--- src/rtl/pipelined_multiplier_if.sv ---
//------------------------------------------------------------------------------
// Module  : pipelined_multiplier_if
// Brief   : Tagged, valid-qualified operand/result stream for the multiply-add.
// Revision: 1.0 - initial release
//------------------------------------------------------------------------------
`default_nettype none

interface pipelined_multiplier_if #(
    parameter int MULTIPLICAND_WIDTH = 16,
    parameter int MULTIPLIER_WIDTH   = 8
);
    localparam int P         = MULTIPLICAND_WIDTH + MULTIPLIER_WIDTH;
    localparam int TAG_WIDTH = 6;

    logic                          input_valid;
    logic [TAG_WIDTH-1:0]          input_tag;
    logic [MULTIPLIER_WIDTH-1:0]   multiplier;
    logic [MULTIPLICAND_WIDTH-1:0] multiplicand;
    logic [MULTIPLICAND_WIDTH-1:0] addend;
    logic                          output_valid;
    logic [TAG_WIDTH-1:0]          output_tag;
    logic [P-1:0]                  product;

    modport master (
        output input_valid, input_tag, multiplier, multiplicand, addend,
        input  output_valid, output_tag, product
    );

    modport slave (
        input  input_valid, input_tag, multiplier, multiplicand, addend,
        output output_valid, output_tag, product
    );
endinterface

`default_nettype wire

--- src/rtl/pipelined_multiplier.sv ---
//------------------------------------------------------------------------------
// Module  : pipelined_multiplier
// Brief   : Shift-add pipelined signed x unsigned multiply plus signed addend.
//           Optional occupancy counter: PIPELINED_MULTIPLIER_OCCUPANCY_EN.
// Revision: 1.0 - initial release
//------------------------------------------------------------------------------
`default_nettype none

module pipelined_multiplier #(
    parameter int MULTIPLICAND_WIDTH = 16,
    parameter int MULTIPLIER_WIDTH   = 8
) (
    input  wire logic              clock,
    input  wire logic              reset,
    pipelined_multiplier_if.slave  bus
`ifdef PIPELINED_MULTIPLIER_OCCUPANCY_EN
    ,
    output logic [$clog2(MULTIPLIER_WIDTH+3)-1:0] in_flight
`endif
);
    localparam int W  = MULTIPLICAND_WIDTH;
    localparam int MW = MULTIPLIER_WIDTH;
    localparam int P  = W + MW;

    // Stage arrays: index 0 is the capture stage, MW is the last shift-add stage.
    logic          r_valid  [0:MW];
    logic [5:0]    r_tag    [0:MW];
    logic          r_neg    [0:MW];
    logic [P-1:0]  r_addend [0:MW];
    logic [P-1:0]  r_acc    [0:MW];
    logic [W:0]    r_mag    [0:MW-1];
    logic [MW-1:0] r_mult   [0:MW-1];

    logic          r_out_valid;
    logic [5:0]    r_out_tag;
    logic [P-1:0]  r_product;

    logic [W:0]    w_mc_ext;
    logic [W:0]    w_mag;
    logic [P-1:0]  w_addend_ext;
    logic [P-1:0]  w_signed_acc;

    // One extra bit so that the magnitude of the most negative value is exact.
    assign w_mc_ext     = {bus.multiplicand[W-1], bus.multiplicand};
    assign w_mag        = bus.multiplicand[W-1] ? -w_mc_ext : w_mc_ext;
    assign w_addend_ext = {{MW{bus.addend[W-1]}}, bus.addend};
    assign w_signed_acc = r_neg[MW] ? -r_acc[MW] : r_acc[MW];

    always_ff @(posedge clock or posedge reset) begin
        if (reset) begin
            r_valid[0]  <= 1'b0;
            r_tag[0]    <= '0;
            r_neg[0]    <= 1'b0;
            r_addend[0] <= '0;
            r_acc[0]    <= '0;
            r_mag[0]    <= '0;
            r_mult[0]   <= '0;
        end else begin
            r_valid[0]  <= bus.input_valid;
            r_tag[0]    <= bus.input_tag;
            r_neg[0]    <= bus.multiplicand[W-1];
            r_addend[0] <= w_addend_ext;
            r_acc[0]    <= '0;
            r_mag[0]    <= w_mag;
            r_mult[0]   <= bus.multiplier;
        end
    end

    for (genvar i = 1; i <= MW; i++) begin : g_stage
        // Multiplier bits are consumed MSB first, so the accumulator doubles each stage.
        always_ff @(posedge clock or posedge reset) begin
            if (reset) begin
                r_valid[i]  <= 1'b0;
                r_tag[i]    <= '0;
                r_neg[i]    <= 1'b0;
                r_addend[i] <= '0;
                r_acc[i]    <= '0;
            end else begin
                r_valid[i]  <= r_valid[i-1];
                r_tag[i]    <= r_tag[i-1];
                r_neg[i]    <= r_neg[i-1];
                r_addend[i] <= r_addend[i-1];
                r_acc[i]    <= (r_acc[i-1] << 1)
                             + (r_mult[i-1][MW-i] ? P'(r_mag[i-1]) : '0);
            end
        end

        if (i < MW) begin : g_pass
            always_ff @(posedge clock or posedge reset) begin
                if (reset) begin
                    r_mag[i]  <= '0;
                    r_mult[i] <= '0;
                end else begin
                    r_mag[i]  <= r_mag[i-1];
                    r_mult[i] <= r_mult[i-1];
                end
            end
        end
    end

    always_ff @(posedge clock or posedge reset) begin
        if (reset) begin
            r_out_valid <= 1'b0;
            r_out_tag   <= '0;
            r_product   <= '0;
        end else begin
            r_out_valid <= r_valid[MW];
            r_out_tag   <= r_tag[MW];
            r_product   <= w_signed_acc + r_addend[MW];
        end
    end

    assign bus.output_valid = r_out_valid;
    assign bus.output_tag   = r_out_tag;
    assign bus.product      = r_product;

`ifdef PIPELINED_MULTIPLIER_OCCUPANCY_EN
    localparam int CNT_W = $clog2(MW + 3);

    logic [CNT_W-1:0] r_in_flight;

    always_ff @(posedge clock or posedge reset) begin
        if (reset) begin
            r_in_flight <= '0;
        end else begin
            r_in_flight <= r_in_flight + CNT_W'(bus.input_valid) - CNT_W'(r_valid[MW]);
        end
    end

    assign in_flight = r_in_flight;
`endif

endmodule

`default_nettype wire

--- src/flat_wrapper.sv ---
// flat-port wrapper written by rule: the top's interface ports become plain ports
module pipelined_multiplier_flat 
#(
    parameter int MULTIPLICAND_WIDTH = 16,
    parameter int MULTIPLIER_WIDTH   = 8
)
  (clock, reset, bus_input_valid, bus_input_tag, bus_multiplier, bus_multiplicand, bus_addend, bus_output_valid, bus_output_tag, bus_product);
  pipelined_multiplier_if #(.MULTIPLICAND_WIDTH(MULTIPLICAND_WIDTH), .MULTIPLIER_WIDTH(MULTIPLIER_WIDTH)) bus_i ();
  input  wire logic clock;
  input  wire logic reset;
  input wire logic [$bits(bus_i.input_valid)-1:0] bus_input_valid;
  input wire logic [$bits(bus_i.input_tag)-1:0] bus_input_tag;
  input wire logic [$bits(bus_i.multiplier)-1:0] bus_multiplier;
  input wire logic [$bits(bus_i.multiplicand)-1:0] bus_multiplicand;
  input wire logic [$bits(bus_i.addend)-1:0] bus_addend;
  output wire logic [$bits(bus_i.output_valid)-1:0] bus_output_valid;
  output wire logic [$bits(bus_i.output_tag)-1:0] bus_output_tag;
  output wire logic [$bits(bus_i.product)-1:0] bus_product;
  assign bus_i.input_valid = bus_input_valid;
  assign bus_i.input_tag = bus_input_tag;
  assign bus_i.multiplier = bus_multiplier;
  assign bus_i.multiplicand = bus_multiplicand;
  assign bus_i.addend = bus_addend;
  assign bus_output_valid = bus_i.output_valid;
  assign bus_output_tag = bus_i.output_tag;
  assign bus_product = bus_i.product;
  pipelined_multiplier #(.MULTIPLICAND_WIDTH(MULTIPLICAND_WIDTH), .MULTIPLIER_WIDTH(MULTIPLIER_WIDTH)) u_core (.clock(clock), .reset(reset), .bus(bus_i));
endmodule
--- config.mk ---
export PLATFORM = sky130hd
export DESIGN_NAME = pipelined_multiplier_flat
export DESIGN_NICKNAME = d
export VERILOG_FILES = /design/src/rtl/pipelined_multiplier_if.sv /design/src/rtl/pipelined_multiplier.sv /design/src/flat_wrapper.sv
export SDC_FILE = /design/constraint.sdc
export NUM_CORES = 1
export LEC_CHECK = 0
export ABC_AREA = 1
export CORE_MARGIN = 1
export CORE_UTILIZATION = 45
export CTS_BUF_LIST = sky130_fd_sc_hd__clkbuf_4 sky130_fd_sc_hd__clkbuf_8
export DETAILED_ROUTE_END_ITERATION = 7
export PLACE_DENSITY = 0.71
export SLEW_MARGIN = 40
export SYNTH_ARGS = -nofsm -noshare
export SYNTH_HDL_FRONTEND = slang
export SYNTH_SLANG_ARGS = --single-unit
--- constraint.sdc ---
create_clock -name clock -period 59 [get_ports clock]
set_input_delay 8.85 -clock clock [delete_from_list [all_inputs] [get_ports clock]]
set_output_delay 8.85 -clock clock [all_outputs]
set_load 0.01 [all_outputs]
Yosys cells after proc, flatten, opt, wreduce, memory -nomap -nowiden
Index checks and enable logic that the tools add are counted.

Register bits after elaboration: 583. Input bits: 49. Output and inout port bits: 31. Logic and storage cells: 83.

Add/sub/neg operators: 10. Multiplexer cells: 10.

Operators by type and width (count): 2-to-1 mux 17 bit (9); adder 24 x 17 -> 24 bit (1); adder 24 bit (1); 2-to-1 mux 24 bit (1); negator 24 bit (1); adder 23 x 17 -> 23 bit (1); adder 22 x 17 -> 22 bit (1); adder 21 x 17 -> 21 bit (1); adder 20 x 17 -> 20 bit (1); adder 19 x 17 -> 19 bit (1); adder 18 x 17 -> 18 bit (1); negator 17 bit (1).

Logic depth before layout (Yosys ltp)
Gate-level depths: netlist (run 1).

Word-level depth: 3. Mapped depth: 19. Mapped depth without buffers: 19.

Worst setup path before layout (run 1)
Ideal clock, no wire load.

Path kind: input port to flip-flop. Start point: in bus_multiplicand[1]. End point: reg u_core.r_mag[133] in the netlist's numbering. Library setup time: 121 ps. Data arrival time: 9700 ps. Required time: 58879 ps. Setup slack: 49179 ps. Stages: 10. Buffers on the path: 0. Cell sequence: inv_1 ha_1 inv_1 nor2_1 nand3_1 nor2_2 nand3_1 nand2_1 nand2_1 xor2_1.

Word-level cells in the longest chain between the ends: 2.

Ends and longest elaborated chain: start, declared (line flat_wrapper.sv:14) `input wire logic [$bits(bus_i.multiplicand)-1:0] bus_multiplicand;`; negator 17 bit (line pipelined_multiplier.sv:45) `assign w_mag = bus.multiplicand[W-1] ? -w_mc_ext : w_mc_ext;`; 2-to-1 mux 17 bit (line pipelined_multiplier.sv:45); named net u_core.w_mag[14] (line pipelined_multiplier.sv:39) `logic [W:0] w_mag;`; end, declared (line pipelined_multiplier.sv:31) `logic [W:0] r_mag [0:MW-1];`.

The timed path passes the listed nets, and every way through them passes these cells.

==> metrics, run 1 <==
status=complete, no violations; clock-pin slew on the worst setup and hold paths=about 0.060 ns; average cell area after synthesis=9.49 µm²; Pwr Density=43.7 nW/µm²; Syn. warnings=0; CTS tree=done; post-CTS resize count=0; HP Class=register to register; mux share of post-synthesis cell area=0%; skew final=between 0.04 and 0.05 ns; CTS Root Cell=clkbuf_8; largest family of logic cells by synthesized area=simple AND/OR/NAND/NOR gates; Overall Global Routing Usage=19.6%; hold path start=u_core.r_addend[109]$_DFF_PP0_; Pre-Repair DR Iteration Count=7; layout net count=between 3000 and 4000; Achievable Freq=93.6 MHz; cts hold-fix bufs=0; postcts setup bufs=0; CP arrival=approximately 11 ns; die area=57300 µm²; EDFF count, synth=0; Initial Util=45.8%; Critical-path top delay cell=buf_4; peak supply drop=0.0000176 V; fin cells=3646; Syn Inst Count=2673; clk buf depth=3; max_cap viols=0; Worst path top cell family by delay=buffers and inverters; TNS Setup=0 ns; Site Rows=86; Psw=0.000450 W; Worst path max stage delay=0.65 ns; GPL Wtd Cong=0.909; commonest non-fill, non-tap cell in the layout=nand2_1; Seq pwr share=39.7%; # port buffers=79; number of remaining DRC errors=0; FF+latch count, synth=roughly 580; Core Region=55400 µm²; Power Internal=0.000823 W; vias in the first global route=about 19000; kind of critical path=input pin to async pin; Post-Synth Adder-Cell Area=7.73%; complex-gate fraction of the synthesized area=4.81%; die width=about 240 µm; r2r setup slk=56.04 ns; layout cell share with drive strength beyond 1=7.80%; ys flop type=dfrtp_1; LEAKAGE=15.5 nW; required time worst endpoint=59.81 ns; Async SR Flop Fraction=100%; final hold vios=0; Post-Synth XOR/XNOR Area=between 4 and 5%; Overflow after GRT=0; Cell Area, Synth=25400 µm²; via count=between 15000 and 20000; num ports=80; wirelength, routed=52.8 mm; Clk network pwr share=~28%; post-route ant nets=0; simple-gate area share of the yosys netlist=19.7%; Syn Nets=2874; RR Startpoint=u_core.r_neg[0]$_DFF_PP0_; HPWL after DPL=40.4 mm; synth unique cells=41; Die H=239 µm; Tcrit/Tclk final=18.1%; Crit Path Max Fanout=between 100 and 150; initial antenna violation count=1; Area Overhead vs Synth=14.8%; placed cells=3485; sequential share of the synthesized area=57.5%; drt initial violations=919; CTS buffer count=94; Crit. Startpoint=reset; Setup crit end kind=async pin; critical path launch point type=input pin; vias per std cell=4.80; most frequent cells in the layout=nand2_1, dfrtp_1, inv_1; Worst-Margin Slew=0.725 ns; Worst slew margin=between 50% and 60%; average routed wire per standard cell=14.5 µm; final hold slack=0.326 ns; Final Max Tran Viols=0; Buf+Inv Stages, Crit Path=5; combinational group share of total power=31.8%; htree depth=3; crit path time final=10.68 ns; CTS sink count=slightly below 600; RSZ-0062 raised after global routing=no; largest net degree at the start of global routing=123; switching share of total power=35.4%; final setup fails=0; first-pass GRT wire length=slightly below 90 mm; crit-path cells=clkdlybuf4s50_1 > clkinv_8 > buf_4 > buf_12 > buf_16; Worst-Skew Late Latency=0.70 ns
==> per-stage QoR <==
step                      total power (W)  instance area, µm²  utilization [%]  setup slack, ns
after global placement           0.000912               27100             48.8            47.13
after detailed placement         0.000916               27100             48.9            47.35
after global routing              0.00136               29100             52.6            47.94
after CTS                         0.00129               29100             52.6            48.12
after floorplan                  0.000793               25400                -            33.84
final                             0.00127               29100             52.6            48.32
==> cells by family (layout without fill, tap and decap cells) <==
group / after synthesis / in the layout
other: 1 / 2
AND/OR/NAND/NOR: 1187 / 1187
adder cells (fa/ha/maj): 152 / 152
AO/OA/AOI/OAI: 223 / 223
XOR/XNOR: 124 / 124
flip-flops: 583 / 583
buffers and inverters: 403 / 627
==> Yosys cell counts, types with 8 or more instances <==
cell type / count / area [µm²]
ha_1: 144 / 1800
fa_1: 8 / 160
a21o_1: 11 / 82.6
nand2_1: 744 / 2790
nor2_1: 182 / 683
o21ai_0: 46 / 230
xnor2_1: 22 / 193
o21bai_1: 10 / 75.1
nor3_1: 12 / 60.1
clkbuf_1: 16 / 60.1
nor2_2: 17 / 106
a21oi_1: 130 / 651
o21ai_1: 8 / 40.0
and2_1: 9 / 56.3
xor2_1: 102 / 893
dfrtp_1: 583 / 14600
nand2_2: 19 / 119
nand3_1: 138 / 691
nand4_1: 37 / 231
inv_1: 380 / 1430
nand3_2: 9 / 90.1
==> cell type report <==
class	instances	area, µm²
tap	748	936
inverter	382	1450
sequential	583	14600
multi-input combinational	1687	9260
timing repair buffer	85	880
clock inverter	20	259
clock buffer	140	1760
antenna	1	2.50
fill	4896	26300
==> metal layers <==
layer	vias to the layer above	GRT usage, %	routed length [µm]
li1	8702	-	-
met1	8318	21.2	20800
met2	352	37.1	28300
met3	127	3.31	1860
met4	0	9.07	1870
met5	-	0	0
==> power by group through the flow <==
| stage | Sequential [W] | Clock [W] | Combinational, W |
|---|---|---|---|
| global route | 0.000513 | 0.000392 | 0.000459 |
| finish | 0.000505 | 0.000362 | 0.000405 |
| CTS | 0.000506 | 0.000375 | 0.000407 |
| detailed placement | 0.000512 | 0 | 0.000404 |
| global placement | 0.000511 | 0 | 0.000401 |
| floorplan | 0.000504 | 0 | 0.000289 |
==> final timing paths <==
check                      cells after the start                               end
max                                            5  u_core.bus.product[15]$_DFF_PP0_
max reg2reg                                   11  u_core.bus.product[15]$_DFF_PP0_
max in group clock                             1                   bus_product[17]
min reg2reg                                    0     u_core.r_addend[85]$_DFF_PP0_
min                                            0     u_core.r_addend[85]$_DFF_PP0_
min in group asynchronous                      2       u_core.r_mult[63]$_DFF_PP0_
==> flip-flops by register name, summed over array words and instances, names as in the netlist <==
signal                   flops
u_core.r_acc               164
u_core.r_addend            144
u_core.r_mag               136
u_core.r_tag                54
u_core.r_mult               36
u_core.bus.product          24
u_core.r_neg                 9
u_core.r_valid               9
u_core.bus.output_tag        6
u_core.bus.output_valid      1
Note: power is estimated with default switching activity, not from simulation.
==> inputs of run 2 (changes only) <==
--- a/config.mk
+++ b/config.mk
@@ -10,7 +10,7 @@
 export CORE_UTILIZATION = 45
 export CTS_BUF_LIST = sky130_fd_sc_hd__clkbuf_4 sky130_fd_sc_hd__clkbuf_8
 export DETAILED_ROUTE_END_ITERATION = 7
-export PLACE_DENSITY = 0.71
+export PLACE_DENSITY = 0.74
 export SLEW_MARGIN = 40
 export SYNTH_ARGS = -nofsm -noshare
 export SYNTH_HDL_FRONTEND = slang
==> constraint.sdc (replaced) <==
create_clock -name clock -period 8.8 [get_ports clock]
set_input_delay 1.32 -clock clock [delete_from_list [all_inputs] [get_ports clock]]
set_output_delay 1.32 -clock clock [all_outputs]
set_load 0.01 [all_outputs]
==> run 2 against run 1 <==
  * Non-clock buffer count grew 1
  * Worst hold slack better by 0.0052 ns
  * Routed wire length is 7.2% lower
  * Total power rose to 6.7 times the previous value
  * Via count decreased by 0.71%
  * Flip-flop and latch count unchanged
  * Sequential power grew to 6.7 times the previous value
  * Clock power rose to 6.9 times the previous value
  * Global-route usage down 1.3 points
  * Core utilization is 0.26 points higher
  * Setup slack worse by 42 ns
  * Critical path type is now register to output port
  * Critical endpoint is now bus_product[3]
  * Largest power group unchanged
  * Highest routed layer unchanged
==> metrics, run 2 (same netlist as run 1, synthesis figures left out) <==
RSZ-0062 raised after global routing=no; Power Internal=0.00558 W (+580%); die width=239 µm (unchanged); CP arrival=1.61 ns (-9.88 ns); Worst path max stage delay=0.55 ns (-0.10 ns); biggest regs=u_core.r_acc: 164 flops, u_core.r_addend: 144 flops, u_core.r_mag: 136 flops; Tcrit/Tclk final=33.3%; die area=57300 µm² (unchanged); Worst-Margin Slew=0.731 ns (+0.00600 ns); max_cap viols=0 (unchanged); initial antenna violation count=1 (unchanged); average routed wire per standard cell=13.4 µm (-7.5%); Area Overhead vs Synth=15.4%; crit path time final=2.93 ns; final hold vios=0 (unchanged); Overflow after GRT=0 (unchanged); status=complete, no violations; M3 GR Usage=3.16% (-0.15 points); LEAKAGE=15.6 nW (+0.56%); layout cell share with drive strength beyond 1=8.18% (+0.38 points); clk buf depth=3 (unchanged); crit-path cells=clkdlybuf4s50_1; most frequent cells in the layout=nand2_1, dfrtp_1, inv_1; Setup crit end kind=output port; Core Region=55400 µm² (unchanged); Achievable Freq=341 MHz; vias per std cell=4.75 (-1.0%); GRT Max-Usage Layer=met2; largest net degree at the start of global routing=137 (+11%); commonest non-fill, non-tap cell in the layout=nand2_1; drt initial violations=950 (+3.4%); Site Rows=86 (unchanged); Buf+Inv Stages, Crit Path=1 (-4); Psw=0.00300 W (+570%); critical path launch point type=register; # port buffers=79 (unchanged); HPWL after DPL=37.0 mm (-8.3%); clock-pin slew on the worst setup and hold paths=0.07 ns (about the same); Critical-path top delay cell=clkdlybuf4s50_1; number of remaining DRC errors=0 (unchanged); postcts setup bufs=0 (unchanged); Die H=239 µm (unchanged); Final Max Tran Viols=0 (unchanged); peak supply drop=0.000159 V (+800%); grt met1 use=20.1% (-1.1 points); CTS sink count=583 (unchanged); final setup fails=0 (unchanged); Initial Util=45.8% (unchanged); first-pass GRT wire length=83.9 mm (-5.7%); GRT met2 Usage=34.0% (-3.0 points); cts hold-fix bufs=0 (unchanged); post-route ant nets=0 (unchanged); Seq pwr share=39.4% (-0.3 points); final worst slack=5.87 ns (-42.45 ns); required time worst endpoint=7.48 ns (-52.33 ns); vias in the first global route=17875 (-4.2%); Overall Global Routing Usage=18.4% (-1.3 points); via count=17374 (-0.71%); num ports=80 (unchanged); htree depth=3 (unchanged); TNS Setup=0 ns (unchanged); kind of critical path=register to output port; Pre-Repair DR Iteration Count=7 (unchanged); switching share of total power=34.9% (-0.41 points); skew final=0.0315 ns (-0.0178 ns); max reg flops=164 (unchanged); HP Class=register to register; Clk network pwr share=29.3% (+0.8 points); CTS Root Cell=clkbuf_8; Worst slew margin=51.3% (-0.40 points); Largest Register=u_core.r_acc; layout net count=3036 (+0.066%); post-CTS resize count=0 (unchanged); Worst-Skew Late Latency=0.70 ns (about the same); GPL Wtd Cong=0.924 (+1.6%); combinational group share of total power=31.3% (-0.5 points); Crit Path Max Fanout=1 (-99%); Pwr Density=293 nW/µm² (+570%); Placement Setup Slack=5.47 ns (-41.89 ns); wirelength, routed=49.1 mm (-7.2%); CTS buffer count=95 (+1.1%); CTS tree=done; Core Util, Final=52.8% (+0.26 points); Worst path top cell family by delay=buffers and inverters
run 2: layout make-up:
class,instances,area (µm²)
antenna,1,2.50
clock buffer,147,1850
clock inverter,24,273
fill,4981,26100
inverter,382,1440
multi-input combinational,1687,9260
sequential,583,14600
tap,748,936
timing repair buffer,86,937
run 2: per-layer routing:
| layer | up-vias | routed length, µm |
|---|---|---|
| li1 | 8725 | - |
| met1 | 8164 | 19500 |
| met2 | 346 | 25800 |
| met3 | 139 | 1840 |
| met4 | 0 | 1950 |
| met5 | - | 0 |
run 2: power groups by stage:
| stage | Sequential [W] | Clock (W) | Combinational, W |
|---|---|---|---|
| 2_1_floorplan | 0.00338 | 0 | 0.00194 |
| 3_3_place_gp | 0.00341 | 0 | 0.00264 |
| 3_5_place_dp | 0.00343 | 0 | 0.00267 |
| 4_1_cts | 0.00339 | 0.00260 | 0.00269 |
| 5_1_grt | 0.00343 | 0.00274 | 0.00304 |
| 6_report | 0.00338 | 0.00251 | 0.00268 |
run 2: per-stage QoR:
step	instance area (µm²)	instances	total power (W)	hold slack, ns
detailed placement	27200	3486	0.00610	0.335
finish	29300	3658	0.00857	0.331
global placement	27100	3483	0.00605	0.331
floorplan	25400	2673	0.00532	0.331
CTS	29300	3657	0.00868	0.330
global route	29300	3658	0.00921	0.336
run 2: worst paths after layout:
check | cells past startpoint | to | from | slack [ns]
setup / recovery | 1 | bus_product[3] | u_core.bus.product[3]$_DFF_PP0_ | 5.87
hold / removal | 0 | u_core.r_neg[3]$_DFF_PP0_ | u_core.r_neg[4]$_DFF_PP0_ | 0.33
setup reg to reg | 18 | u_core.bus.product[19]$_DFF_PP0_ | u_core.r_acc[0]$_DFF_PP0_ | 5.99
hold reg to reg | 0 | u_core.r_neg[3]$_DFF_PP0_ | u_core.r_neg[4]$_DFF_PP0_ | 0.33
max in group asynchronous | 6 | u_core.r_acc[183]$_DFF_PP0_ | reset | 6.22
min in group asynchronous | 2 | u_core.bus.output_tag[3]$_DFF_PP0_ | reset | 0.98
